## src/rtl/mem_stage_pkg.sv

```systemverilog
// Shared widths, instruction-type codes and FSM encodings for the MEM stage.
// Helper functions classify memory instruction types.
package mem_stage_pkg;

    localparam int unsigned RegBus      = 32;
    localparam int unsigned RegAddrBus  = 5;
    localparam int unsigned InstTypeBus = 5;

    localparam logic                  RstEnable    = 1'b1;
    localparam logic                  WriteEnable  = 1'b1;
    localparam logic                  WriteDisable = 1'b0;
    localparam logic [RegBus-1:0]     ZeroWord     = '0;
    localparam logic [RegAddrBus-1:0] NOPRegAdder  = '0;

    typedef enum logic [InstTypeBus-1:0] {
        INST_NOP = 5'd0,
        INST_ADD = 5'd1,
        INST_SUB = 5'd2,
        INST_AND = 5'd3,
        INST_OR  = 5'd4,
        INST_XOR = 5'd5,
        INST_SLL = 5'd6,
        INST_LUI = 5'd7,
        INST_LB  = 5'd16,
        INST_LH  = 5'd17,
        INST_LW  = 5'd18,
        INST_LBU = 5'd19,
        INST_LHU = 5'd20,
        INST_SB  = 5'd24,
        INST_SH  = 5'd25,
        INST_SW  = 5'd26
    } inst_type_e;

    typedef enum logic [1:0] {
        IDLE   = 2'd0,
        ACCESS = 2'd1,
        DONE   = 2'd2
    } mem_state_e;

    function automatic logic is_load_type(input logic [InstTypeBus-1:0] t);
        case (t)
            INST_LB, INST_LH, INST_LW, INST_LBU, INST_LHU: return 1'b1;
            default:                                      return 1'b0;
        endcase
    endfunction

    function automatic logic is_store_type(input logic [InstTypeBus-1:0] t);
        case (t)
            INST_SB, INST_SH, INST_SW: return 1'b1;
            default:                   return 1'b0;
        endcase
    endfunction

    // Index of the final byte of the access (byte count minus one).
    function automatic logic [1:0] last_byte_idx(input logic [InstTypeBus-1:0] t);
        case (t)
            INST_LH, INST_LHU, INST_SH: return 2'd1;
            INST_LW, INST_SW:           return 2'd3;
            default:                    return 2'd0;
        endcase
    endfunction

endpackage

```

## src/rtl/mem_stage_load_ext.sv

```systemverilog
// Sign/zero extension of an assembled load word according to the load type.
module load_ext
    import mem_stage_pkg::*;
(
    input  logic [RegBus-1:0]      i_word,
    input  logic [InstTypeBus-1:0] i_inst_type,
    output logic [RegBus-1:0]      o_value
);

    always_comb begin
        o_value = i_word;
        case (i_inst_type)
            INST_LB:  o_value = {{24{i_word[7]}}, i_word[7:0]};
            INST_LBU: o_value = {24'h000000, i_word[7:0]};
            INST_LH:  o_value = {{16{i_word[15]}}, i_word[15:0]};
            INST_LHU: o_value = {16'h0000, i_word[15:0]};
            default:  o_value = i_word;
        endcase
    end

endmodule

```

## src/rtl/mem_stage.sv

```systemverilog
// MEM pipeline stage: passes ALU results through, and serialises loads/stores
// into byte accesses on a simple req/ack memory port while stalling the pipe.
module mem_stage
    import mem_stage_pkg::*;
(
    input  logic                   clk_in,
    input  logic                   rst_in,
    input  logic                   rdy_in,
    input  logic                   rd_mem_in,
    input  logic [RegBus-1:0]      rd_val_mem_in,
    input  logic [RegAddrBus-1:0]  rd_addr_mem_in,
    input  logic [InstTypeBus-1:0] inst_type_mem_in,
    input  logic [RegBus-1:0]      st_data_mem_in,
    output logic                   rd_wb_out,
    output logic [RegBus-1:0]      rd_val_wb_out,
    output logic [RegAddrBus-1:0]  rd_addr_wb_out,
    output logic                   stall_req_out,
    output logic                   mem_req_out,
    output logic                   mem_we_out,
    output logic [RegBus-1:0]      mem_addr_out,
    output logic [7:0]             mem_wdata_out,
    input  logic                   mem_ack_in,
    input  logic [7:0]             mem_rdata_in
);

    mem_state_e        r_state;
    mem_state_e        w_state_nxt;
    logic [1:0]        r_byte_idx;
    logic [1:0]        w_byte_idx_nxt;
    logic [RegBus-1:0] r_asm;
    logic [RegBus-1:0] w_asm_nxt;

    logic              w_is_load;
    logic              w_is_store;
    logic              w_is_mem;
    logic [1:0]        w_last;
    logic [RegBus-1:0] w_byte_addr;
    logic [7:0]        w_wdata_byte;
    logic [RegBus-1:0] w_ext;

    assign w_is_load    = is_load_type(inst_type_mem_in);
    assign w_is_store   = is_store_type(inst_type_mem_in);
    assign w_is_mem     = w_is_load | w_is_store;
    assign w_last       = last_byte_idx(inst_type_mem_in);
    assign w_byte_addr  = rd_val_mem_in + {30'b0, r_byte_idx};
    assign w_wdata_byte = st_data_mem_in[{r_byte_idx, 3'b000} +: 8];

    load_ext u_load_ext (
        .i_word      (r_asm),
        .i_inst_type (inst_type_mem_in),
        .o_value     (w_ext)
    );

    always_ff @(posedge clk_in) begin
        if (rst_in == RstEnable) begin
            r_state    <= IDLE;
            r_byte_idx <= '0;
            r_asm      <= '0;
        end else begin
            r_state    <= w_state_nxt;
            r_byte_idx <= w_byte_idx_nxt;
            r_asm      <= w_asm_nxt;
        end
    end

    // All state advances are gated by rdy_in; outputs follow the held state,
    // so stall_req_out naturally keeps its value while frozen.
    always_comb begin
        w_state_nxt    = r_state;
        w_byte_idx_nxt = r_byte_idx;
        w_asm_nxt      = r_asm;
        rd_wb_out      = rd_mem_in;
        rd_val_wb_out  = rd_val_mem_in;
        rd_addr_wb_out = rd_addr_mem_in;
        stall_req_out  = 1'b0;
        mem_req_out    = 1'b0;
        mem_we_out     = 1'b0;
        mem_addr_out   = '0;
        mem_wdata_out  = '0;

        case (r_state)
            IDLE: begin
                if (w_is_mem) begin
                    stall_req_out = 1'b1;
                    rd_wb_out     = WriteDisable;
                    rd_val_wb_out = ZeroWord;
                    if (rdy_in) begin
                        w_state_nxt    = ACCESS;
                        w_byte_idx_nxt = '0;
                        w_asm_nxt      = '0;
                    end
                end
            end
            ACCESS: begin
                stall_req_out = 1'b1;
                rd_wb_out     = WriteDisable;
                rd_val_wb_out = ZeroWord;
                mem_req_out   = rdy_in;
                mem_we_out    = w_is_store;
                mem_addr_out  = w_byte_addr;
                mem_wdata_out = w_wdata_byte;
                if (rdy_in && mem_ack_in) begin
                    if (w_is_load) begin
                        w_asm_nxt[{r_byte_idx, 3'b000} +: 8] = mem_rdata_in;
                    end
                    w_byte_idx_nxt = r_byte_idx + 2'd1;
                    if (r_byte_idx == w_last) begin
                        w_state_nxt = DONE;
                    end
                end
            end
            DONE: begin
                if (w_is_load) begin
                    rd_val_wb_out = w_ext;
                end else begin
                    rd_wb_out     = WriteDisable;
                    rd_val_wb_out = ZeroWord;
                end
                if (rdy_in) begin
                    w_state_nxt = IDLE;
                end
            end
            default: begin
                w_state_nxt = IDLE;
            end
        endcase

        if (rst_in == RstEnable) begin
            rd_wb_out      = WriteDisable;
            rd_val_wb_out  = ZeroWord;
            rd_addr_wb_out = NOPRegAdder;
            stall_req_out  = 1'b0;
            mem_req_out    = 1'b0;
            mem_we_out     = 1'b0;
            mem_addr_out   = '0;
            mem_wdata_out  = '0;
        end
    end

endmodule

```

## config.mk

```make
export PLATFORM = sky130hd
export DESIGN_NAME = mem_stage
export DESIGN_NICKNAME = d
export VERILOG_FILES = /design/src/rtl/mem_stage_pkg.sv /design/src/rtl/mem_stage_load_ext.sv /design/src/rtl/mem_stage.sv
export SDC_FILE = /design/constraint.sdc
export NUM_CORES = 1
export LEC_CHECK = 0
export CAP_MARGIN = 20
export CORE_ASPECT_RATIO = 0.8
export CORE_MARGIN = 4
export CORE_UTILIZATION = 43
export DETAILED_ROUTE_END_ITERATION = 8
export GPL_ROUTABILITY_DRIVEN = 0
export PLACE_DENSITY_LB_ADDON = 0.05
export SETUP_SLACK_MARGIN = 0.15
export SYNTH_ARGS = -nofsm -noshare
export SYNTH_HDL_FRONTEND = slang
export SYNTH_SLANG_ARGS = --single-unit
```

## constraint.sdc

```tcl
create_clock -name clk_in -period 5.55 [get_ports clk_in]
set_input_delay 1.665 -clock clk_in [delete_from_list [all_inputs] [get_ports clk_in]]
set_output_delay 1.665 -clock clk_in [all_outputs]
set_load 0.01 [all_outputs]
```

### After elaboration in Yosys (flattened, before gate mapping)

Index checks and enable logic that the tools add are counted.

| operators by class | value |
|---|---|
| reductions and logical operators | 10 |
| shifts and indexed selects | 3 |
| $add $sub $neg | 3 |
| eq/ne operators | 17 |
| muxes and demuxes | 39 |
| bitwise operators | 1 |

Operator list:

| kind | number |
|---|---|
| $mux W32 | 9 |
| $pmux W32 S4 | 1 |
| $pmux W32 S3 | 1 |
| $pmux W32 S2 | 1 |
| $eq A5 B5 Y1 const B | 8 |
| $add A32 B2 Y32 | 1 |
| $bwmux W32 | 1 |
| $shift A8 B7 Y32 const A | 1 |
| $shiftx A32 B6 Y8 | 1 |
| $shiftx A8 B7 Y32 | 1 |
| $mux W8 | 2 |
| $mux W2 | 7 |
| $ne A2 B2 Y1 const B | 6 |
| $mux W1 | 11 |
| $reduce_and A5 Y1 | 2 |
| $pmux W2 S2 | 2 |
| $neg A5 Y7 | 1 |
| $pmux W2 S3 | 1 |
| $reduce_or A3 Y1 | 2 |
| $mux W5 | 1 |
| $reduce_or A5 Y1 | 1 |
| $reduce_and A4 Y1 | 1 |
| $pmux W1 S3 | 1 |
| $add A2 B1 Y2 const B | 1 |
| 9 further kinds | 9 |

| word-level totals | value |
|---|---|
| word-level logic and storage cells | 76 |
| bits in registers | 36 |

### Depth between registers and ports, before layout

| logic depth | value |
|---|---|
| depth in word-level cells | 7 |
| gate-level depth with buffers | 7 |
| gate-level depth less buffers | 6 |

### Hierarchy

A second synthesis with hierarchy kept.

| unflattened totals | value |
|---|---|
| cell total of the unflattened synthesis | 553 |
| area total of the unflattened synthesis | 4,076.4 sq um |

By module, submodules not included:

| module | area each (sq um) | cells an instance | instances |
|---|---|---|---|
| mem_stage | 3,726.1 | 509 | 1 |
| load_ext | 350.3 | 44 | 1 |

### Least setup slack after synthesis

OpenSTA, ideal clock, no wires.

| timing path | value |
|---|---|
| path type | input-to-output |
| from | in rd_val_mem_in[0] |
| to | out mem_addr_out[20] |
| path slack | 0.390 ns |
| arrival time | 3.495 ns |
| data required time | 3.885 ns |
| stages | 7 |
| cell sequence | ha_1 -> fa_1 -> nand4_4 -> or4_4 -> buf_6 -> or3_1 -> a21oi_1 |

| between the ends | value |
|---|---|
| cells in the longest elaborated chain, start to end | 3 |

RTL lines:

| what | line | RTL |
|---|---|---|
| start: declaration | mem_stage.sv:10 | `input logic [RegBus-1:0] rd_val_mem_in,` |
| $add A32 B2 Y32 | mem_stage.sv:45 | `assign w_byte_addr = rd_val_mem_in + {30'b0, r_byte_idx};` |
| $mux W32 | mem_stage.sv:81 | `case (r_state)` |
| $mux W32 | mem_stage.sv:128 | `if (rst_in == RstEnable) begin` |
| end: declaration | mem_stage.sv:20 | `output logic [RegBus-1:0] mem_addr_out,` |

Every way passes these cells.

### Final worst setup path

| timing path | value |
|---|---|
| from | in inst_type_mem_in[1] |
| to | out rd_val_wb_out[7] |

| between the ends | value |
|---|---|
| cells in the longest elaborated chain, start to end | 7 |
| elaborated cells between the ends (all ways) | 17 |

RTL lines:

| what | line | RTL |
|---|---|---|
| start: declaration | mem_stage.sv:12 | `input logic [InstTypeBus-1:0] inst_type_mem_in,` |
| $eq A5 B5 Y1 (on tied branches) | mem_stage_pkg.sv:41, mem_stage_pkg.sv:48 |  |
| $reduce_or A5 Y1 / $reduce_or A3 Y1 (equally long branches) | mem_stage_pkg.sv:41, mem_stage_pkg.sv:48 |  |
| $mux W1 (on tied branches) | mem_stage_pkg.sv:41, mem_stage_pkg.sv:48 |  |
| $or A1 B1 Y1 | mem_stage.sv:43 | `assign w_is_mem = w_is_load \| w_is_store;` |
| $mux W32 | mem_stage.sv:83 | `if (w_is_mem) begin` |
| $pmux W32 S3 * | mem_stage.sv:81 |  |
| $mux W32 * | mem_stage.sv:128 |  |
| end: declaration | mem_stage.sv:15 | `output logic [RegBus-1:0] rd_val_wb_out,` |

Every way passes the cells marked *; elsewhere a longest branch is shown, timed or not.

==> flow_summary.json <==
{
  "outcome": "finished, final reports clean",
  "max-vdd-ir-drop_mv": 0.106,
  "synth_warnings": 0,
  "power_leakage_nw": 2.55,
  "final_cell_area_sq_mm": 0.00619,
  "ys_seq_area_share_pct": 19.8,
  "hold_violations": 0,
  "power_switching_mw": 0.261,
  "criticalPathCategory": "input port to output port",
  "period_needed_ns": 5.45,
  "hold_class": "register to register",
  "tightest_slew_ns": 1.04,
  "htree_levels": 2,
  "antenna_found_initial": 0,
  "dieArea_sq_mm": 0.0100,
  "grt_pass1_wl_mm": 23.8,
  "portBuffers": 167,
  "dp_hpwl_mm": 11.3,
  "worstSetupEndpointType": "output port",
  "path_cells": "clkdlybuf4s50_1 > o21ai_1 > a221oi_4 > buf_4 > nand3b_1 > a31oi_1 > clkdlybuf4s50_1",
  "start_util_pct": 45.0,
  "ioPinCount": 168,
  "clockBufferDepth": 2,
  "synth-edff-count": 0,
  "slew_headroom_pct": 30.5,
  "fill_cells": 634,
  "pwr-share-clk_pct": 23.9,
  "slew_violations": 0,
  "post-place-cells": 799,
  "clk_pin_slew_worst_paths_ns": 0.07,
  "p_per_area_mw_per_mm2": 128,
  "drc": 0,
  "antenna_cells": 0,
  "die_h_microns": 90.3,
  "gr-total-overflow": 0,
  "synth_cell_types": 58,
  "cts.root.buffer_cell": "clkbuf_8",
  "async_reset_ff_share_pct": 0,
  "vias_per_cell": 5.80,
  "synthToLayoutAreaGrowth_pct": 69.8,
  "cts_hold_buf": 0,
  "nets": 811,
  "fmax_mhz": 184,
  "syn_inst": 482,
  "rsz0062_at_grt": "true",
  "ant_nets": 0,
  "core_area_sq_mm": 0.00809,
  "finalSetupViolations": 0,
  "drt_pre_antenna_iters": 5,
  "syn_area_sq_mm": 0.00364,
  "max_cap_violations": 0,
  "critPathRequiredTime_ns": 3.88,
  "ys_ff_latch": 36,
  "start_kind": "input port",
  "p_sw_share_pct": 33.1,
  "drive_gt1_share_pct": 21.7,
  "synth-main-ff-cell": "dfxtp_1",
  "p_comb_share_pct": 42.4,
  "fin_util_pct": 76.4,
  "placed_cell_area_sq_mm": 0.00590,
  "synth.avg_cell_area_sq_um": 7.56,
  "finalWirelength_mm": 14.8,
  "grtUsageTotal_pct": 28.3,
  "timing.final.crit_share_pct": 98.1,
  "final_cells": 826,
  "critical-path-slowest-cell": "clkdlybuf4s50_1",
  "reg2reg_depth": 7,
  "grt_max_degree": 34,
  "cts_buffers": 5,
  "rows": 29,
  "hold-path-cell-count": 2,
  "crit_fanout": 5,
  "first_global_vias": 4666,
  "cts_tree": "built",
  "arrival_ns": 3.78,
  "final_cell_mix": "105 x clkdlybuf4s50_1, 89 x buf_4, 88 x nand2_1",
  "wl_per_cell_microns": 17.9,
  "pwr-share-seq_pct": 33.7,
  "drt-initial-drc-count": 360,
  "finClkSkew_ns": 0.00933,
  "vias": 4788,
  "die_x_microns": 111,
  "insertion_delay_ns": 0.30,
  "fin_setup_tns_ns": 0,
  "p_int_mw": 0.528,
  "total_power_mw": 0.789,
  "max_stage_delay_ns": 0.57,
  "mostFrequentLayoutCell": "clkdlybuf4s50_1",
  "crit_top_cell": "clkdlybuf4s50_1",
  "synth_nets": 576,
  "cts_sinks": 36
}
repair_timing:
item,4_1_cts,5_1_grt
gates resized for setup,94,26
cloned,0,1
setup buffers,12,5
pin swaps,9,9
setup endpoints to repair,60,28
cells in the mapped netlist, types with 8 or more instances:
| library cell | instances | area (sq um) |
|---|---|---|
| a21oi_1 | 30 | 150 |
| mux2i_1 | 33 | 330 |
| dfxtp_1 | 36 | 721 |
| nand3_1 | 14 | 70.1 |
| xnor2_1 | 8 | 70.1 |
| or3_1 | 8 | 50.1 |
| or4_1 | 8 | 60.1 |
| o21ai_0 | 8 | 40.0 |
| nor2b_1 | 18 | 113 |
| o31ai_1 | 12 | 90.1 |
| a22oi_1 | 8 | 60.1 |
| mux4_2 | 8 | 180 |
| nor2_1 | 38 | 143 |
| nand3b_1 | 8 | 60.1 |
| o2bb2ai_1 | 24 | 210 |
| buf_2 | 9 | 45.0 |
| clkbuf_1 | 19 | 71.3 |
| nand2_1 | 89 | 334 |
| and2_1 | 12 | 75.1 |
through the flow:
step | setup slack, ns | hold WS (ns)
floorplan | 0.390 | 0.435
global placement | -0.530 | 0.448
detailed placement | -0.653 | 0.450
CTS | 0.108 | 0.462
global route | 0.00520 | 0.480
finish | 0.103 | 0.461
path summary, 6_finish.rpt:
| kind | startpoint | slack [ns] | end |
|---|---|---|---|
| worst max-delay path | inst_type_mem_in[1] | 0.10 | rd_val_wb_out[7] |
| worst max register to register | r_byte_idx[0] | 2.98 | r_asm[26] |
| worst min register to register | r_asm[29] | 0.46 | r_asm[29] |
| worst min-delay path | r_asm[29] | 0.46 | r_asm[29] |
state kept, by name, indices dropped and copies added, names as in the netlist:
register	cells
r_asm	32
r_byte_idx	2
r_state	2
worst max-delay path: cells and delay by family:
family / cells / cell delay, ns
compound gates: 3 / 0.72
buf+inv: 3 / 1.31
simple gates: 1 / 0.09
cell families (layout without fill, tap and decap cells):
| kind of cell | Yosys count | in the layout | synth area share (%) |
|---|---|---|---|
| AND/OR/NAND/NOR | 241 | 241 | 35.2 |
| adder cells (fa/ha/maj) | 7 | 7 | 2.61 |
| multiplexers | 42 | 42 | 14.3 |
| buffers and inverters | 41 | 277 | 4.98 |
| flip-flops | 36 | 36 | 19.8 |
| AO/OA/AOI/OAI | 101 | 101 | 19.8 |
| XOR/XNOR | 14 | 14 | 3.37 |
per-layer routing:
metal	vias to the layer above	global-route usage [%]	part of all wire, %
met5	-	0	0
met4	0	6.36	1.4
met3	22	4.42	9.2
met2	238	47.2	47
met1	2288	38.7	43
li1	2240	-	-
power by group through the flow:
stage | combinational, mW | clock, mW | sequential (mW)
after floorplan | 0.139 | 0 | 0.268
after global placement | 0.326 | 0 | 0.271
after detailed placement | 0.332 | 0 | 0.271
after CTS | 0.324 | 0.188 | 0.265
after global routing | 0.359 | 0.198 | 0.266
final | 0.335 | 0.188 | 0.266
cell type report:
type / count / area (sq um) / share of cell area [%]
clock inverter: 3 / 18.8 / 0.303
inverter: 6 / 22.5 / 0.364
sequential: 36 / 721 / 11.7
multi-input combinational: 405 / 2870 / 46.5
tap: 108 / 135 / 2.18
clock buffer: 5 / 68.8 / 1.11
timing repair buffer: 263 / 2350 / 37.9
Power figures use the tool's default switching activity.
